$ cat config.mk
export PLATFORM = sky130hd
export DESIGN_NAME = periph_timer_ctrl
export DESIGN_NICKNAME = d
export VERILOG_FILES = /design/src/rtl/periph_timer_ctrl.sv
export SDC_FILE = /design/constraint.sdc
export NUM_CORES = 1
export LEC_CHECK = 0
export CAP_MARGIN = 20
export CELL_PAD_IN_SITES_DETAIL_PLACEMENT = 1
export CELL_PAD_IN_SITES_GLOBAL_PLACEMENT = 2
export CORE_MARGIN = 4
export CORE_UTILIZATION = 28
export DETAILED_ROUTE_END_ITERATION = 8
export GPL_TIMING_DRIVEN = 0
export PLACE_DENSITY_LB_ADDON = 0.15
export SLEW_MARGIN = 20
export SYNTH_ARGS = -nofsm -noshare
export SYNTH_HDL_FRONTEND = slang
export SYNTH_SLANG_ARGS = --single-unit
$ cat constraint.sdc
create_clock -name sys_clk -period 8.5 [get_ports sys_clk]
set_clock_uncertainty 0.1 [all_clocks]
set_input_delay 2.125 -clock sys_clk [delete_from_list [all_inputs] [get_ports sys_clk]]
set_output_delay 2.125 -clock sys_clk [all_outputs]
set_load 0.05 [all_outputs]
$ cat src/rtl/periph_timer_ctrl.sv
// periph_timer_ctrl: bus-programmable timer/divider with tick, divided clock and irq
//
// Build option: define TIMER_PRESCALE_EN to add the 16-bit PSC register at
// BASE+0xC and a prescaler that paces the counter. When it is undefined, 0xC
// reads 0 and writes to it are dropped.
//
// Ports:
//   sys_clk  system clock, all logic on posedge
//   reset    asynchronous active-high reset
//   addr     bus byte address, bits [3:2] select TH/TL/TCON/PSC inside the base window
//   wr_en    write strobe
//   wdata    write data
//   rdata    combinational read of the addressed register, 0 if unmapped
//   tick     one-cycle pulse after each expiry
//   div_out  toggles on every expiry (50% duty divided clock)
//   irq      TCON.flag & TCON.irq_en
module periph_timer_ctrl #(
   parameter int unsigned WIDTH     = 32,
   parameter logic [31:0] ADDR_BASE = 32'h0
) (
   input  logic             sys_clk,
   input  logic             reset,
   input  logic [31:0]      addr,
   input  logic             wr_en,
   input  logic [WIDTH-1:0] wdata,
   output logic [WIDTH-1:0] rdata,
   output logic             tick,
   output logic             div_out,
   output logic             irq
);
   localparam logic [0:0] S_IDLE = 1'b0;
   localparam logic [0:0] S_RUN  = 1'b1;
   logic [31:0]      off;
   logic             hit, we_th, we_tl, we_tcon;
   logic             unused_ok;
   logic [0:0]       state_q, state_d;
   logic [WIDTH-1:0] th_q, th_d, tl_q, tl_d, psc_rd;
   logic             en_q, en_d, irq_en_q, irq_en_d, flag_q, flag_d, oneshot_q, oneshot_d;
   logic             tick_q, div_q;
   logic             pace, advance, expire, stop, oneshot_done;

   // The window is 16 bytes from ADDR_BASE; byte-lane bits are ignored.
   assign off       = addr - ADDR_BASE;
   assign hit       = off[31:4] == '0;
   assign unused_ok = ^off[1:0];
   assign we_th     = wr_en & hit & (off[3:2] == 2'd0);
   assign we_tl     = wr_en & hit & (off[3:2] == 2'd1);
   assign we_tcon   = wr_en & hit & (off[3:2] == 2'd2);

`ifdef TIMER_PRESCALE_EN
   logic        we_psc;
   logic [15:0] psc_q, psc_d, pcnt_q, pcnt_d;
   assign we_psc = wr_en & hit & (off[3:2] == 2'd3);
   assign psc_d  = we_psc ? wdata[15:0] : psc_q;
   // One advance every PSC+1 cycles; the count restarts in IDLE and on PSC writes.
   assign pace   = pcnt_q == psc_q;
   assign pcnt_d = (state_q == S_IDLE || we_psc || pace) ? 16'd0 : pcnt_q + 16'd1;
   assign psc_rd = WIDTH'(psc_q);
   always_ff @(posedge sys_clk or posedge reset) begin
      if (reset) begin
         psc_q  <= '0;
         pcnt_q <= '0;
      end else begin
         psc_q  <= psc_d;
         pcnt_q <= pcnt_d;
      end
   end
`else
   assign pace   = 1'b1;
   assign psc_rd = '0;
`endif

   // Writing en=0 stops the counter on the same edge, so that cycle never advances.
   assign stop         = we_tcon & ~wdata[0];
   assign advance      = (state_q == S_RUN) & ~stop & pace;
   // A CPU write to TL overrides and suppresses an expiry in the same cycle.
   assign expire       = advance & ~we_tl & (tl_q == '1);
   assign oneshot_done = expire & oneshot_q;

   always_comb begin
      th_d      = we_th ? wdata : th_q;
      tl_d      = we_tl ? wdata : expire ? th_q : advance ? tl_q + WIDTH'(1) : tl_q;
      en_d      = (we_tcon ? wdata[0] : en_q) & ~oneshot_done;
      irq_en_d  = we_tcon ? wdata[1] : irq_en_q;
      oneshot_d = (we_tcon ? wdata[3] : oneshot_q) & ~oneshot_done;
      // Hardware set beats a write-1-to-clear in the same cycle.
      flag_d    = expire | (flag_q & ~(we_tcon & wdata[2]));
      state_d   = en_d ? S_RUN : S_IDLE;
   end

   always_ff @(posedge sys_clk or posedge reset) begin
      if (reset) begin
         state_q   <= S_IDLE;
         th_q      <= '0;
         tl_q      <= '0;
         en_q      <= 1'b0;
         irq_en_q  <= 1'b0;
         flag_q    <= 1'b0;
         oneshot_q <= 1'b0;
         tick_q    <= 1'b0;
         div_q     <= 1'b0;
      end else begin
         state_q   <= state_d;
         th_q      <= th_d;
         tl_q      <= tl_d;
         en_q      <= en_d;
         irq_en_q  <= irq_en_d;
         flag_q    <= flag_d;
         oneshot_q <= oneshot_d;
         tick_q    <= expire;
         div_q     <= div_q ^ expire;
      end
   end

   always_comb begin
      rdata = !hit               ? '0 :
              off[3:2] == 2'd0   ? th_q :
              off[3:2] == 2'd1   ? tl_q :
              off[3:2] == 2'd2   ? WIDTH'({oneshot_q, flag_q, irq_en_q, en_q}) :
                                   psc_rd;
   end

   assign tick    = tick_q;
   assign div_out = div_q;
   assign irq     = flag_q & irq_en_q;
endmodule

-- Word level (Yosys, flattened, before mapping)
Index checks and enable logic that the tools add are counted.
- $add $sub $neg: 1
- multipliers: 0
- divide/modulo/power cells: 0
- order comparisons: 0
- equal/unequal tests: 3
- shift-type cells: 0
- mux-type cells: 10
- bitwise operators: 21
- reduce and logical (&&, ||, !) cells: 3
- operators by type and width (operator ; count):
    32-bit 2-to-1 mux ; 6
    32-bit by 1-bit adder with 32-bit output, second input constant ; 1
    32-bit equality test, second input constant ; 1
    28-bit logical NOT ; 1
    1-bit bitwise AND ; 14
    1-bit NOT ; 5
    4-bit 2-to-1 mux ; 1
    1-bit 2-to-1 mux ; 3
    3-bit nonzero test ; 1
    2-bit by 1-bit equality test with 1-bit output, second input constant ; 1
    2-bit equality test, second input constant ; 1
    2-bit logical NOT ; 1
    1-bit bitwise OR ; 1
    1-bit XOR ; 1
- flip-flop bits (word level): 71
- bits in latches: 0
- RAM bits: 0
- memory bits (read-only): 0
- input port bits: 67
- output and inout port bits: 35
- word-level logic and storage cells: 47
- memories: 0

-- Logic depth before layout (Yosys ltp)
Gate-level depths: netlist (run 1).
- word-level depth: 12
- depth in mapped cells: 9
- mapped depth without buffers: 7

-- Worst setup path before layout (run 1)
No wires, ideal clock.
- path type: input to output
- start point: input port addr[18]
- end point: output port rdata[11]
- arrival time: 4.140 ns
- data required time: 6.275 ns
- setup slack: 2.135 ns
- stages on the path: 7
- buffers on the path: 2
- cells stage by stage: nor4_1 nand4_1 nor3_1 nand2b_1 clkbuf_1 buf_1 nor2_1
- longest elaborated chain between the ends: 2
- ends and longest elaborated chain (what ; RTL line ; text):
    from (decl) ; 23 ; input logic [31:0] addr,
    28-bit logical NOT ; 44 ; assign hit = off[31:4] == '0;
    32-bit 2-to-1 mux ; 116 ; rdata = !hit ? '0 :
    to (decl) ; 26 ; output logic [WIDTH-1:0] rdata,
Every way passes these cells.

-- Final worst setup path (run 1)
- start point: input port addr[10]
- end point: output port rdata[23]
The elaborated chain is that of the path after synthesis.

==> impl_metrics.yaml, run 1 <==
global_routing:
  grt_pass1_wl_um: 25900
  antenna_found_initial: 0
  total_routing_resource_utilization_after_global_routing: 0.188
  grt_pass1_vias: 4594
  grt_max_degree: 38
  grt_overflow_total: 0
clocking:
  cts.clk_slew.worst_paths_ns: 0.06
  cts_resized: 0
  postCtsSetupRepairBufs: 0
  cts.path.max_buffers: 2
  cts_made_buffers: 9
  clock_sink_total: 70
  postCtsHoldBufs: 0
  cts.root.buffer_cell: "clkbuf_16"
  cts_htree_levels: 3
  clock_tree_from_tritoncts: "built"
  clock_latency_ns: 0.35
sta:
  post-route-min-period_ns: 7.76
  grt_setup_unrepaired: "no"
  clock.fmax_mhz: 129
  setup-tns-final_ns: 0
  setup-violations-final: 0
  setup_slack_ns: 0.744
  post_route_clock_period_utilization: 0.912
  max_slew_margin: 0.329
  worst_pin_slew_ns: 0.998
  final-max-slew-violation-count: 0
  hold_viol_final: 0
yosys:
  avgSynthCellArea_um2: 9.18
  synth.ff_latch_count: 70
  synthDistinctLibCells: 63
  synth-simple-area-share: 0.229
  synth-edff-count: 0
  synthXorXnorAreaFrac: 0.0299
  seq_area_frac_synth: 0.398
  synth_mux_area_frac: 0.162
  post_synth_fa_ha_maj_area_fraction: 0.00285
  syn-num-nets: 547
  synth_compound_area_frac: 0.141
  synthesis.instances: 479
  synth_top_family_by_area: "simple AND/OR/NAND/NOR gates"
  mappedNetlistArea_um2: 4400
  synth_warnings: 0
  synth_top_flop_cell: "dfrtp_1"
  async_reset_ff_frac: 1.00
critical_path:
  critical_path.max_fanout: 10
  timing_worst_setup_path_type: "in2out"
  path_cells: "clkdlybuf4s50_1 > nor4_1 > nand4_1 > nor3_1 > nand2b_1 > clkbuf_1 > buf_1 > nor2_1 > clkdlybuf4s50_1"
  critical_path_arrival_ns: 5.53
  worst-endpoint-required_ns: 6.28
  start_kind: "input pin"
  cpMostUsedCell: "clkdlybuf4s50_1"
  critical_path_cell_with_the_highest_stage_delay: "clkdlybuf4s50_1"
  worst_path_largest_cell_delay_ns: 0.82
  timing.critical_path.max_delay_family: "buffers and inverters"
  cp.buffers_inverters: 4
  kind_of_end_point_of_the_critical_path: "primary output"
routing:
  avg_vias_per_cell: 5.25
  route.vias.total: 4218
  post_drt_wl_per_cell_um: 20.3
  dr.pass1.iters: 4
  drtIter0Drc: 190
  antenna_violating_nets_post_route: 0
  route.detailed.drc: 0
  wirelength_um: 16300
outcome:
  outcome: "finished, final reports clean"
placed_design:
  placement.setup.worst_slack_ns: 0.774
  port-buffer-count: 97
  place.gp.congestion: 0.801
  dp.final_hpwl_um: 12000
floorplan:
  fp.dieArea_um2: 17800
  io_pins: 102
  row_count: 45
  floorplan.core_area_um2: 15300
  die_h_um: 133
  initial_utilization: 0.287
  x_dimension_of_the_die_um: 133
power_and_ir_drop:
  share_clk_of_total_power: 0.491
  power_per_standard_cell_area_nw_per_um2: 128
  power.sequential.fraction: 0.439
  power.share.combinational: 0.070
  vdd.ir_drop.worst_mv: 0.0899
  power.leakage_nw: 2.44
  switchingPower_uw: 166
  power.share.switching: 0.219
  p_int_uw: 593
hold_path:
  hold_path_class: "reg2reg"
layout:
  finalNetCount: 656
  layout-area-overhead-vs-synth_pct: 35.1
  layout-drive-gt1-share: 0.120
  most_common_cell_after_layout_fill_and_taps_aside: "clkdlybuf4s50_1"
  most-common-layout-cells: "97 x clkdlybuf4s50_1, 70 x dfrtp_1, 65 x nor2_1, 43 x nand2_1, 34 x mux2i_1"
  insertedDiodeCount: 0
run:
  drv.max_cap_violation_count: 0
## kinds of logic after synthesis
kind of cell    Yosys count
buf+inv                  37
flops                    70
mux                      67
compound gates           93
fa+ha+maj                 1
xor+xnor                 15
simple gates            196
## metal layers
metal | up-vias | part of all wire | track usage
met2 | 78 | 0.48 | 0.309
li1 | 1979 | - | -
met1 | 2146 | 0.47 | 0.253
met5 | - | 0 | 0
met3 | 15 | 0.039 | 0.0261
met4 | 0 | 0.013 | 0.0686
## cells in the mapped netlist (4+ instances only)
cell | count | area share
dfrtp_1 | 70 | 0.40
nor2_1 | 65 | 0.055
nand2_1 | 43 | 0.037
mux2i_1 | 34 | 0.077
mux2_2 | 33 | 0.085
a21oi_1 | 24 | 0.027
o21ai_0 | 19 | 0.022
nand4_1 | 16 | 0.023
clkbuf_1 | 15 | 0.013
nand3_1 | 15 | 0.017
nor4_1 | 13 | 0.018
buf_2 | 10 | 0.011
xor2_1 | 10 | 0.020
and3_1 | 9 | 0.013
a21o_1 | 8 | 0.014
nor3_1 | 8 | 0.0091
a22oi_1 | 6 | 0.010
inv_1 | 6 | 0.0051
a211o_1 | 5 | 0.010
xnor2_1 | 5 | 0.010
and2_1 | 4 | 0.0057
## worst reg2reg max path: stages (launching register included)
cell	delay [ns]
dfrtp_1	0.46
ha_1	0.32
nand4_1	0.18
nor4_4	0.50
nand2_1	0.40
nor3_2	0.48
buf_2	0.36
a22oi_1	0.11
o21ai_0	0.11
## worst paths after layout
path	startpoint	to	slack (ns)	cells after the start
worst min-delay path	div_out	div_out	0.37	1
min in group asynchronous	reset	div_out	2.05	2
worst max register to register	tl_q[0]	tl_q[6]	5.39	8
max in group asynchronous	reset	tl_q[29]	5.66	3
worst max-delay path	addr[10]	rdata[23]	0.74	9
worst min register to register	div_out	div_out	0.37	1
## layout make-up
cell class                 count  area, um2
buffer                        31        140
sequential                    70       1750
clock buffer                  15        288
inverter                       6       25.0
tap                          211        264
fill                        1781       9370
multi-input combinational    372       2480
timing repair buffer          98        991
## registers in the layout, indices dropped and copies added, names as in the netlist
register and count:
flag_q 1, div_out 1, th_q 32, oneshot_q 1, en_q 1, tick 1
irq_en_q 1, tl_q 32
## power groups by stage
stage / Combinational (mW) / Sequential [mW] / Clock (mW)
CTS: 0.0539 / 0.333 / 0.382
finish: 0.0528 / 0.333 / 0.373
detailed placement: 0.0537 / 0.339 / 0
floorplan: 0.0143 / 0.339 / 0
global route: 0.0569 / 0.333 / 0.397
global placement: 0.0514 / 0.339 / 0
## metrics by stage
step	hold slack (ns)	instances	util	cell area (um2)	power, mW
6_report	0.370	803	0.388	5940	0.759
5_1_grt	0.396	803	0.388	5940	0.787
4_1_cts	0.376	803	0.388	5940	0.769
3_5_place_dp	0.364	788	0.369	5650	0.393
3_3_place_gp	0.360	787	0.368	5630	0.391
2_1_floorplan	0.361	479	-	4400	0.354
(Power assumes the default switching activity.)
==> run 2, diff against run 1 <==
--- a/config.mk
+++ b/config.mk
@@ -5,14 +5,13 @@
 export SDC_FILE = /design/constraint.sdc
 export NUM_CORES = 1
 export LEC_CHECK = 0
-export CAP_MARGIN = 20
 export CELL_PAD_IN_SITES_DETAIL_PLACEMENT = 1
 export CELL_PAD_IN_SITES_GLOBAL_PLACEMENT = 2
 export CORE_MARGIN = 4
 export CORE_UTILIZATION = 28
 export DETAILED_ROUTE_END_ITERATION = 8
 export GPL_TIMING_DRIVEN = 0
-export PLACE_DENSITY_LB_ADDON = 0.15
+export PLACE_DENSITY_LB_ADDON = 0.1
 export SLEW_MARGIN = 20
 export SYNTH_ARGS = -nofsm -noshare
 export SYNTH_HDL_FRONTEND = slang
==> run 2 against run 1 <==
Net effect: die area unchanged; register-to-register slack about the same; fmax up 1.5%; via count fell by 0.47%; sequential power barely moved; worst hold slack lost 0.0016 ns; critical path type unchanged; critical path depth unchanged; sequential share of layout area unchanged; final cell count stayed put; clock power grew 1%.
==> impl_metrics.yaml, run 2 (same netlist as run 1, synthesis figures left out) <==
outcome:
  outcome: "finished, final reports clean"
power_and_ir_drop:
  power.leakage_nw: 2.44
  power.sequential.fraction: 0.437
  p_int_uw: 593
  switchingPower_uw: 170
  power.share.combinational: 0.069
  power_per_standard_cell_area_nw_per_um2: 128
  vdd.ir_drop.worst_mv: 0.0814
  share_clk_of_total_power: 0.494
  power.share.switching: 0.223
placed_design:
  port-buffer-count: 97
  dp.final_hpwl_um: 12100
  place.detailed.instances: 788
  place.gp.congestion: 0.795
  dpl_cell_area_um2: 5650
sta:
  fin_worst_hold_slack_ns: 0.368
  post-route-min-period_ns: 7.64
  final-max-slew-violation-count: 0
  hold_viol_final: 0
  worst_pin_slew_ns: 0.962
  clock.fmax_mhz: 131
  setup-violations-final: 0
  max_slew_margin: 0.353
  setup-tns-final_ns: 0
  post_route_clock_period_utilization: 0.899
  grt_setup_unrepaired: "no"
clocking:
  cts.path.max_buffers: 2
  cts.clk_slew.worst_paths_ns: 0.05
  clock_tree_from_tritoncts: "built"
  clock_sink_total: 70
  cts_made_buffers: 9
  cts_htree_levels: 3
  cts_resized: 0
  cts.root.buffer_cell: "clkbuf_16"
  postCtsHoldBufs: 0
  clock_latency_ns: 0.34
  postCtsSetupRepairBufs: 0
critical_path:
  critical_path.max_fanout: 10
  critical_path_arrival_ns: 5.42
  start_kind: "input pin"
  timing_worst_setup_path_type: "in2out"
  kind_of_end_point_of_the_critical_path: "primary output"
  worst-endpoint-required_ns: 6.28
routing:
  avg_vias_per_cell: 5.23
  post_drt_wl_per_cell_um: 20.7
  route.vias.total: 4198
  antenna_violating_nets_post_route: 0
  dr.pass1.iters: 4
  drtIter0Drc: 175
  wirelength_um: 16700
  route.detailed.drc: 0
layout:
  finalNetCount: 656
  finish.cell_count_without_fillers: 803
  insertedDiodeCount: 0
  final.fill_count: 1794
  layout-drive-gt1-share: 0.120
  most_common_cell_after_layout_fill_and_taps_aside: "clkdlybuf4s50_1"
  most-common-layout-cells: "97 x clkdlybuf4s50_1, 70 x dfrtp_1, 65 x nor2_1, 43 x nand2_1, 34 x mux2i_1"
  design_area_um2: 5940
  layout_top_registers: "th_q x32, tl_q x32"
  layout-area-overhead-vs-synth_pct: 35.1
global_routing:
  grt_overflow_total: 0
  grt_pass1_vias: 4560
  total_routing_resource_utilization_after_global_routing: 0.193
  grt_pass1_wl_um: 26600
  antenna_found_initial: 0
  grt_max_degree: 42
hold_path:
  hold_path_class: "reg2reg"
floorplan:
  fp.dieArea_um2: 17800
  initial_utilization: 0.287
  floorplan.core_area_um2: 15300
  row_count: 45
  io_pins: 102
  die_h_um: 133
  x_dimension_of_the_die_um: 133
run:
  drv.max_cap_violation_count: 0
==> run 2: cell counts in the layout (fill, tap and decap cells not counted) <==
No cell type changed its count.
==> run 2: final timing paths <==
path | startpoint | slack, ns | end | cells past startpoint
worst max-delay path | addr[17] | 0.86 | rdata[23] | 9
worst min-delay path | div_out | 0.37 | div_out | 1
max in group asynchronous | reset | 5.61 | th_q[26] | 3
worst max register to register | tl_q[1] | 5.38 | tl_q[10] | 8
worst min register to register | div_out | 0.37 | div_out | 1
min in group asynchronous | reset | 2.11 | th_q[4] | 2
==> run 2: area by class of cell <==
| cell class | count | area [um2] | area share |
|---|---|---|---|
| tap | 211 | 264 | 0.0444 |
| timing repair buffer | 98 | 991 | 0.167 |
| sequential | 70 | 1750 | 0.295 |
| buffer | 31 | 140 | 0.0236 |
| inverter | 6 | 25.0 | 0.00421 |
| multi-input combinational | 372 | 2480 | 0.418 |
| clock buffer | 15 | 288 | 0.0484 |
==> run 2: power by group through the flow <==
stage | Combinational [mW] | Clock [mW] | Sequential, mW
floorplan | 0.0143 | 0 | 0.339
global placement | 0.0516 | 0 | 0.339
detailed placement | 0.0537 | 0 | 0.339
CTS | 0.0539 | 0.384 | 0.333
global route | 0.0568 | 0.398 | 0.333
finish | 0.0529 | 0.377 | 0.333
==> run 2: stage by stage <==
| step | power [mW] | utilization | worst slack (ns) |
|---|---|---|---|
| floorplan | 0.354 | - | 2.14 |
| global route | 0.787 | 0.388 | 0.602 |
| finish | 0.763 | 0.388 | 0.860 |
| detailed placement | 0.393 | 0.369 | 0.796 |
| CTS | 0.771 | 0.388 | 0.782 |
| global placement | 0.391 | 0.368 | 0.835 |
==> run 2: layer usage <==
layer / GRT usage / wire length, um / up-vias / part of all wire
met3: 0.0249 / 513 / 16 / 0.031
met1: 0.257 / 7610 / 2116 / 0.46
met4: 0.0617 / 272 / 0 / 0.016
li1: - / - / 1976 / -
met2: 0.327 / 8260 / 90 / 0.50
met5: 0 / 0 / - / 0
==> run 2: critical path, cell delays in order <==
cell	delay, ns
clkdlybuf4s50_1	0.40
nor4_1	0.30
nand4_1	0.37
nor3_1	0.42
nand2b_1	0.13
clkbuf_1	0.30
buf_1	0.36
nor2_1	0.19
clkdlybuf4s50_1	0.82
